<file path="src/rtl/pipeline_control_ldst_responder.sv">
// Load/store responder for the pipeline-control sequencers: one request -> one word-aligned memory access.
// Optional misalignment faulting is enabled by defining PIPELINE_CONTROL_LDST_ALIGN_CHECK_EN.
module pipeline_control_ldst_responder #(
  parameter int P_ADDR_W = 32
) (
  input  logic                iCLOCK,
  input  logic                iRESET,
  input  logic                iRESET_SYNC,
  input  logic                iLDST_USE,
  input  logic                iLDST_REQ,
  output logic                oLDST_BUSY,
  input  logic [1:0]          iLDST_ORDER,
  input  logic                iLDST_RW,
  input  logic [P_ADDR_W-1:0] iLDST_ADDR,
  input  logic [31:0]         iLDST_DATA,
  output logic                oLDST_REQ,
  output logic [31:0]         oLDST_DATA,
  output logic                oLDST_FAULT,
  output logic                oMEM_REQ,
  input  logic                iMEM_BUSY,
  output logic                oMEM_RW,
  output logic [P_ADDR_W-1:0] oMEM_ADDR,
  output logic [3:0]          oMEM_MASK,
  output logic [31:0]         oMEM_DATA,
  input  logic                iMEM_VALID,
  input  logic [31:0]         iMEM_DATA
);

  typedef enum logic [1:0] {
    ST_IDLE     = 2'd0,
    ST_MEM_REQ  = 2'd1,
    ST_MEM_WAIT = 2'd2,
    ST_RESP     = 2'd3
  } state_t;

  localparam logic [1:0] ORDER_BYTE = 2'b00;
  localparam logic [1:0] ORDER_HALF = 2'b01;
  localparam logic [1:0] ORDER_WORD = 2'b10;
  localparam logic [1:0] ORDER_NONE = 2'b11;

  state_t                state_r;
  logic                  busy_r;
  logic                  ldst_req_r;
  logic                  fault_r;
  logic [31:0]           ldst_data_r;
  logic                  mem_req_r;
  logic                  mem_rw_r;
  logic [P_ADDR_W-1:0]   mem_addr_r;
  logic [3:0]            mem_mask_r;
  logic [31:0]           mem_data_r;
  logic [1:0]            order_r;
  logic [1:0]            addr_lo_r;
  logic                  accept_s;
  logic                  misaligned_s;

  // Big-endian lane enables: byte offset 0 is bits [31:24].
  function automatic logic [3:0] lane_mask(input logic [1:0] order, input logic [1:0] lo);
    logic [3:0] mask;
    case (order)
      ORDER_BYTE: mask = 4'b1000 >> lo;
      ORDER_HALF: mask = lo[1] ? 4'b0011 : 4'b1100;
      ORDER_WORD: mask = 4'b1111;
      default:    mask = 4'b0000;
    endcase
    return mask;
  endfunction

  function automatic logic [31:0] lane_wdata(input logic [1:0] order, input logic [31:0] d);
    logic [31:0] w;
    case (order)
      ORDER_BYTE: w = {4{d[7:0]}};
      ORDER_HALF: w = {2{d[15:0]}};
      default:    w = d;
    endcase
    return w;
  endfunction

  function automatic logic [31:0] lane_extract(input logic [1:0] order, input logic [1:0] lo,
                                               input logic [31:0] w);
    logic [31:0] r;
    case (order)
      ORDER_BYTE: begin
        case (lo)
          2'd0:    r = {24'h000000, w[31:24]};
          2'd1:    r = {24'h000000, w[23:16]};
          2'd2:    r = {24'h000000, w[15:8]};
          default: r = {24'h000000, w[7:0]};
        endcase
      end
      ORDER_HALF: r = lo[1] ? {16'h0000, w[15:0]} : {16'h0000, w[31:16]};
      default:    r = w;
    endcase
    return r;
  endfunction

  // Request acceptance and misalignment detection.
  always_comb begin
    accept_s = (state_r == ST_IDLE) && iLDST_USE && iLDST_REQ;
`ifdef PIPELINE_CONTROL_LDST_ALIGN_CHECK_EN
    misaligned_s = ((iLDST_ORDER == ORDER_HALF) && iLDST_ADDR[0]) ||
                   ((iLDST_ORDER == ORDER_WORD) && (iLDST_ADDR[1:0] != 2'b00));
`else
    misaligned_s = 1'b0;
`endif
  end

  // Responder FSM with all outputs registered.
  always_ff @(posedge iCLOCK or posedge iRESET) begin
    if (iRESET) begin
      state_r     <= ST_IDLE;
      busy_r      <= 1'b0;
      ldst_req_r  <= 1'b0;
      fault_r     <= 1'b0;
      ldst_data_r <= 32'h00000000;
      mem_req_r   <= 1'b0;
      mem_rw_r    <= 1'b0;
      mem_addr_r  <= '0;
      mem_mask_r  <= 4'b0000;
      mem_data_r  <= 32'h00000000;
      order_r     <= 2'b00;
      addr_lo_r   <= 2'b00;
    end else if (iRESET_SYNC) begin
      state_r     <= ST_IDLE;
      busy_r      <= 1'b0;
      ldst_req_r  <= 1'b0;
      fault_r     <= 1'b0;
      ldst_data_r <= 32'h00000000;
      mem_req_r   <= 1'b0;
      mem_rw_r    <= 1'b0;
      mem_addr_r  <= '0;
      mem_mask_r  <= 4'b0000;
      mem_data_r  <= 32'h00000000;
      order_r     <= 2'b00;
      addr_lo_r   <= 2'b00;
    end else begin
      case (state_r)
        ST_IDLE: begin
          ldst_req_r <= 1'b0;
          fault_r    <= 1'b0;
          if (accept_s) begin
            busy_r    <= 1'b1;
            order_r   <= iLDST_ORDER;
            addr_lo_r <= iLDST_ADDR[1:0];
            mem_rw_r  <= iLDST_RW;
            // No-op orders and faulting accesses answer immediately without touching memory.
            if ((iLDST_ORDER == ORDER_NONE) || misaligned_s) begin
              state_r     <= ST_RESP;
              ldst_req_r  <= 1'b1;
              fault_r     <= misaligned_s;
              ldst_data_r <= 32'h00000000;
            end else begin
              state_r    <= ST_MEM_REQ;
              mem_req_r  <= 1'b1;
              mem_addr_r <= {iLDST_ADDR[P_ADDR_W-1:2], 2'b00};
              mem_mask_r <= lane_mask(iLDST_ORDER, iLDST_ADDR[1:0]);
              mem_data_r <= lane_wdata(iLDST_ORDER, iLDST_DATA);
            end
          end else begin
            busy_r <= 1'b0;
          end
        end
        ST_MEM_REQ: begin
          if (!iMEM_BUSY) begin
            mem_req_r <= 1'b0;
            state_r   <= ST_MEM_WAIT;
          end else begin
            mem_req_r <= 1'b1;
          end
        end
        ST_MEM_WAIT: begin
          if (iMEM_VALID) begin
            state_r     <= ST_RESP;
            ldst_req_r  <= 1'b1;
            ldst_data_r <= mem_rw_r ? 32'h00000000 : lane_extract(order_r, addr_lo_r, iMEM_DATA);
          end else begin
            ldst_req_r <= 1'b0;
          end
        end
        ST_RESP: begin
          state_r    <= ST_IDLE;
          busy_r     <= 1'b0;
          ldst_req_r <= 1'b0;
          fault_r    <= 1'b0;
        end
        default: begin
          state_r    <= ST_IDLE;
          busy_r     <= 1'b0;
          ldst_req_r <= 1'b0;
          mem_req_r  <= 1'b0;
        end
      endcase
    end
  end

  assign oLDST_BUSY  = busy_r;
  assign oLDST_REQ   = ldst_req_r;
  assign oLDST_DATA  = ldst_data_r;
  assign oLDST_FAULT = fault_r;
  assign oMEM_REQ    = mem_req_r;
  assign oMEM_RW     = mem_rw_r;
  assign oMEM_ADDR   = mem_addr_r;
  assign oMEM_MASK   = mem_mask_r;
  assign oMEM_DATA   = mem_data_r;

endmodule

</file>
<file path="config.mk">
export PLATFORM = sky130hd
export DESIGN_NAME = pipeline_control_ldst_responder
export DESIGN_NICKNAME = d
export VERILOG_FILES = /design/src/rtl/pipeline_control_ldst_responder.sv
export SDC_FILE = /design/constraint.sdc
export NUM_CORES = 1
export LEC_CHECK = 0
export ABC_AREA = 1
export BUFFER_PORTS_ARGS = -buffer_cell sky130_fd_sc_hd__buf_2
export CORE_ASPECT_RATIO = 1.4
export CORE_MARGIN = 2
export CORE_UTILIZATION = 40
export CTS_CLUSTER_SIZE = 16
export DETAILED_ROUTE_END_ITERATION = 16
export PLACE_DENSITY = 0.71
export RECOVER_POWER = 25
export SLEW_MARGIN = 15
export SYNTH_ARGS = -nofsm -noshare
export SYNTH_HDL_FRONTEND = slang
export SYNTH_SLANG_ARGS = --single-unit
</file>
<file path="constraint.sdc">
create_clock -name iCLOCK -period 3.4 [get_ports iCLOCK]
set_input_delay 0.51 -clock iCLOCK [delete_from_list [all_inputs] [get_ports iCLOCK]]
set_output_delay 0.51 -clock iCLOCK [all_outputs]
set_load 0.01 [all_outputs]
</file>
After elaboration in Yosys (flattened, before gate mapping). Index checks and enable logic that the tools add are counted.

Bits in registers: 111. Output and inout bits: 105. Logic and storage cells: 101.

Equality and inequality tests: 15. Shift-type cells: 1. Mux-type cells: 54. Reduce and logical (&&, ||, !) cells: 19.

Operators by type and width (number): $mux 32 (13); $pmux 32 s2 (3); $pmux 8 s3 (1); $mux 2 (11); $mux 4 (5); $mux 16 (1); $mux 1 (15); $ne 3x3->1 const B (4); $pmux 4 s3 (1); $eq 2x2->1 const B (5); $reduce_and 3->1 (3); $reduce_bool 3->1 (3); $eq 2x1->1 const B (4); $logic_not 2->1 (4); $pmux 2 s4 (1); $reduce_bool 2->1 (3); $pmux 1 s2 (2); $reduce_and 4->1 (1); $reduce_bool 4->1 (1); $shr 4x2->4 const A (1); $ne 3x2->1 const B (1); $pmux 1 s3 (1); $logic_and 1x1->1 (2); $ne 2x2->1 const B (1); other kinds (2) (2).

Depth between registers and ports, before layout.
Depth after elaboration: 7. Mapped depth: 11. Mapped depth without buffers: 10.

Worst setup path after synthesis. Ideal clock, no wire load.

Kind: register to register. Start point: register state_r[0]. End point: register ldst_data_r[15] (netlist: oLDST_DATA[15]). Arrival: 1464 ps. Slack: 1818 ps. Stages on the path, launching flop included: 12. Cell sequence: dfrtp_1 inv_1 ha_1 inv_1 nor2_2 nand2_2 nand2_2 nor2_8 inv_6 buf_6 nand2_1 nand2_1.

Word-level cells in the longest chain between the ends: 5.

RTL lines: from (decl) (line 41) `state_t state_r;`; from (signal assigned) (line 110) `state_r <= ST_IDLE;`; from (signal assigned) (line 123) `state_r <= ST_IDLE;`; from (signal assigned) (line 147) `state_r <= ST_RESP;`; $logic_not 2->1 (line 98, 136); $logic_and 1x1->1 (2 in a row) (line 98) `accept_s = (state_r == ST_IDLE) && iLDST_USE && iLDST_REQ;`; $ne 3x3->1 (no source line); $reduce_and 4->1 (no source line); to (signal assigned) (line 174) `ldst_data_r <= mem_rw_r ? 32'h00000000 : lane_extract(order_r, addr_lo_r, iMEM_DATA);`; to (decl) (line 45) `logic [31:0] ldst_data_r;`.

Several ways; a longest one is shown, not always the timed one. A chain may end at the register's enable or synchronous reset.

==> impl_metrics.yaml <==
job:
  cap_viol_max_count: 1
floorplanning:
  dieHeight_um: 138
  io_pins: 211
  coreArea_sq_mm: 0.0128
  initial_utilization_pct: 40.5
  die_w_um: 100
  std_cell_rows: 49
  die_area_sq_mm: 0.0138
layout:
  layout_commonest_cell: "nand2_1"
  final_cells: 962
  final_cell_mix: "nand2_1 (222), buf_2 (207), dfrtp_1 (108)"
  antenna_cells: 0
  nFillCells: 1268
  fin_nets: 916
  fin_util_pct: 51.1
  drive_gt1_share_pct: 30.5
  ff_latch_area_sq_mm: 0.00270
  syn_to_final_growth_pct: 26.4
  multi_input_area_sq_mm: 0.00206
detailed_routing:
  drt-initial-drc-count: 168
  final_antenna_net_count: 0
  first_pass_iters: 5
  vias: 4765
  routed_via_density: 4.95
  totalWireLength_mm: 14.4
  wl_per_cell_um: 15.0
  route.detailed.drc: 0
logic_synthesis:
  ys_types: 30
  syn_area_per_cell_sq_um: 8.42
  syn_area_sq_mm: 0.00516
  ys_seq_area_share_pct: 52.4
  synth_warnings: 0
  ys_ff_latch: 108
  syn-instance-count: 613
placement:
  dp_hpwl_mm: 10.6
  gp_congestion: 0.810
  place_ws_ns: 1.31
  place_inst: 947
  io_buffers: 207
setup_path:
  cp_top_family: "buffers and inverters"
  cpPeakStageDelay_ns: 1.53
  rr_endpoint: "oLDST_DATA[12]"
  arrival_ns: 2.19
  path_class: "input port to async pin"
  critPathCaptureType: "async pin"
  r2r-start: "state_r[0]"
  required_ns: 3.40
  cp-start-kind: "input port"
  endpoint: "oMEM_DATA[20]"
  cp_max_fo: 57
  r2r_cells: 9
  crit_start: "iRESET"
  slowest_stage: "inv_1"
  rrSetupSlack_ns: 1.30
  path_buf_inv: 2
  crit_chain: "buf_2 -> inv_1"
  crit_cells: 2
clock_tree:
  htree_levels: 3
  cts_hold_buf: 0
  clk_latency_ns: 0.34
  clockBufferDepth: 2
  cts_setup_buffers: 0
  cts.sinks: 108
  ctsResizeCount: 0
  root_buffer: "clkbuf_16"
  cts_tree: "yes"
  numCtsBuffers: 9
  clkTransAtPathRegs_ns: 0.07
timing:
  skew_ns: 0.0114
  worstMarginPinSlew_ns: 2.20
  layout_min_cycle_time_ns: 2.19
  slew_viol_final: 57
  max_freq_mhz: 457
  rsz0062_at_grt: "no"
  setup_tns_ns: 0
  hold_viol_final: 0
  period_share_pct: 64.3
  setup_viol: 0
  fin_ws_ns: 1.21
  max_slew_margin_pct: -46.3
global_routing:
  grt_max_degree: 62
  overflow: 0
  track_usage_pct: 21.0
  grt_pass1_wl_mm: 23.4
  grt_antenna_before_repair: 0
  grt_pass1_vias: 4719
run_status:
  status: "finished with violations"
  violations: "capacitance limit, slew limit"
pwr:
  total_power_uw: 3590
  power.leakage_uw: 0.00390
  powerDensity_mw_per_mm2: 550
  ir_drop_v: 0.000295
hold_path:
  hp-class: "input port to flip-flop"
registers in the layout, summed over array words and instances (netlist names):
register	count
addr_lo_r	2
oLDST_BUSY	1
oLDST_DATA	32
oLDST_REQ	1
oMEM_ADDR	30
oMEM_DATA	32
oMEM_MASK	4
oMEM_REQ	1
oMEM_RW	1
order_r	2
state_r	2
per-stage QoR:
step	instance area, sq um	hold WS, ns
2_1_floorplan	5170	0.479
3_3_place_gp	6230	0.457
3_5_place_dp	6230	0.460
4_1_cts	6520	0.322
5_1_grt	6520	0.392
6_report	6520	0.389
cell families after synthesis:
family	count (synthesis)	synth area share (%)
buffers and inverters	80	7.83
flip-flops	108	52.4
AND/OR/NAND/NOR	316	26.0
other	1	0.0727
AO/OA/AOI/OAI	103	12.4
adder cells (fa/ha/maj)	5	1.21
cells in the mapped netlist:
master,number,share of area (%)
o21ai_0,45,4.4
conb_1,1,0.073
nand3_1,56,5.4
inv_2,2,0.15
nor2_8,1,0.39
nand2_1,222,16
nand3_4,1,0.34
inv_1,44,3.2
nor2_2,3,0.36
a22oi_1,2,0.29
nand2_2,8,0.97
o21ai_1,10,0.97
nor3_1,4,0.39
ha_1,5,1.2
buf_2,16,1.6
clkinv_1,1,0.073
clkbuf_1,4,0.29
o22ai_1,1,0.12
a21oi_1,12,1.2
buf_4,3,0.44
inv_6,1,0.17
o31ai_1,1,0.15
a22o_1,30,5.1
o211ai_1,1,0.15
a211oi_1,1,0.15
nor2_1,15,1.1
or2_2,4,0.49
buf_6,9,2.0
nor2_4,2,0.44
dfrtp_1,108,52
power by group:
group | switching (uW) | internal [uW] | total, uW
combinational | 700 | 341 | 1040
clock | 464 | 571 | 1030
sequential | 91.9 | 1420 | 1510
layer usage:
layer | vias up | global-route usage (%) | wire length (um) | share of wire, %
met1 | 2207 | 27.0 | 5900 | 41
met5 | - | 0 | 0 | 0
li1 | 2357 | - | - | -
met2 | 183 | 35.0 | 7080 | 49
met4 | 0 | 6.92 | 337 | 2.3
met3 | 18 | 4.80 | 1080 | 7.5
worst min path at each step:
stage                              start             end  slack [ns]  cells past startpoint
after detailed placement  oLDST_DATA[29]  oLDST_DATA[29]        0.46                      2
after global placement    oLDST_DATA[19]  oLDST_DATA[19]        0.46                      2
after floorplan             addr_lo_r[0]    addr_lo_r[0]        0.48                      2
after global routing      iLDST_ADDR[21]   oMEM_ADDR[21]        0.39                      2
final                     iLDST_DATA[27]   oMEM_DATA[27]        0.39                      3
after CTS                         iRESET  oLDST_DATA[18]        0.32                      2
final cells by class:
| type | count | area share (%) |
|---|---|---|
| clock buffer | 10 | 3.51 |
| tap | 153 | 2.94 |
| multi-input combinational | 427 | 31.6 |
| timing repair buffer | 211 | 16.7 |
| clock inverter | 5 | 0.940 |
| sequential | 108 | 41.5 |
| inverter | 48 | 2.84 |
(Power assumes the default switching activity.)
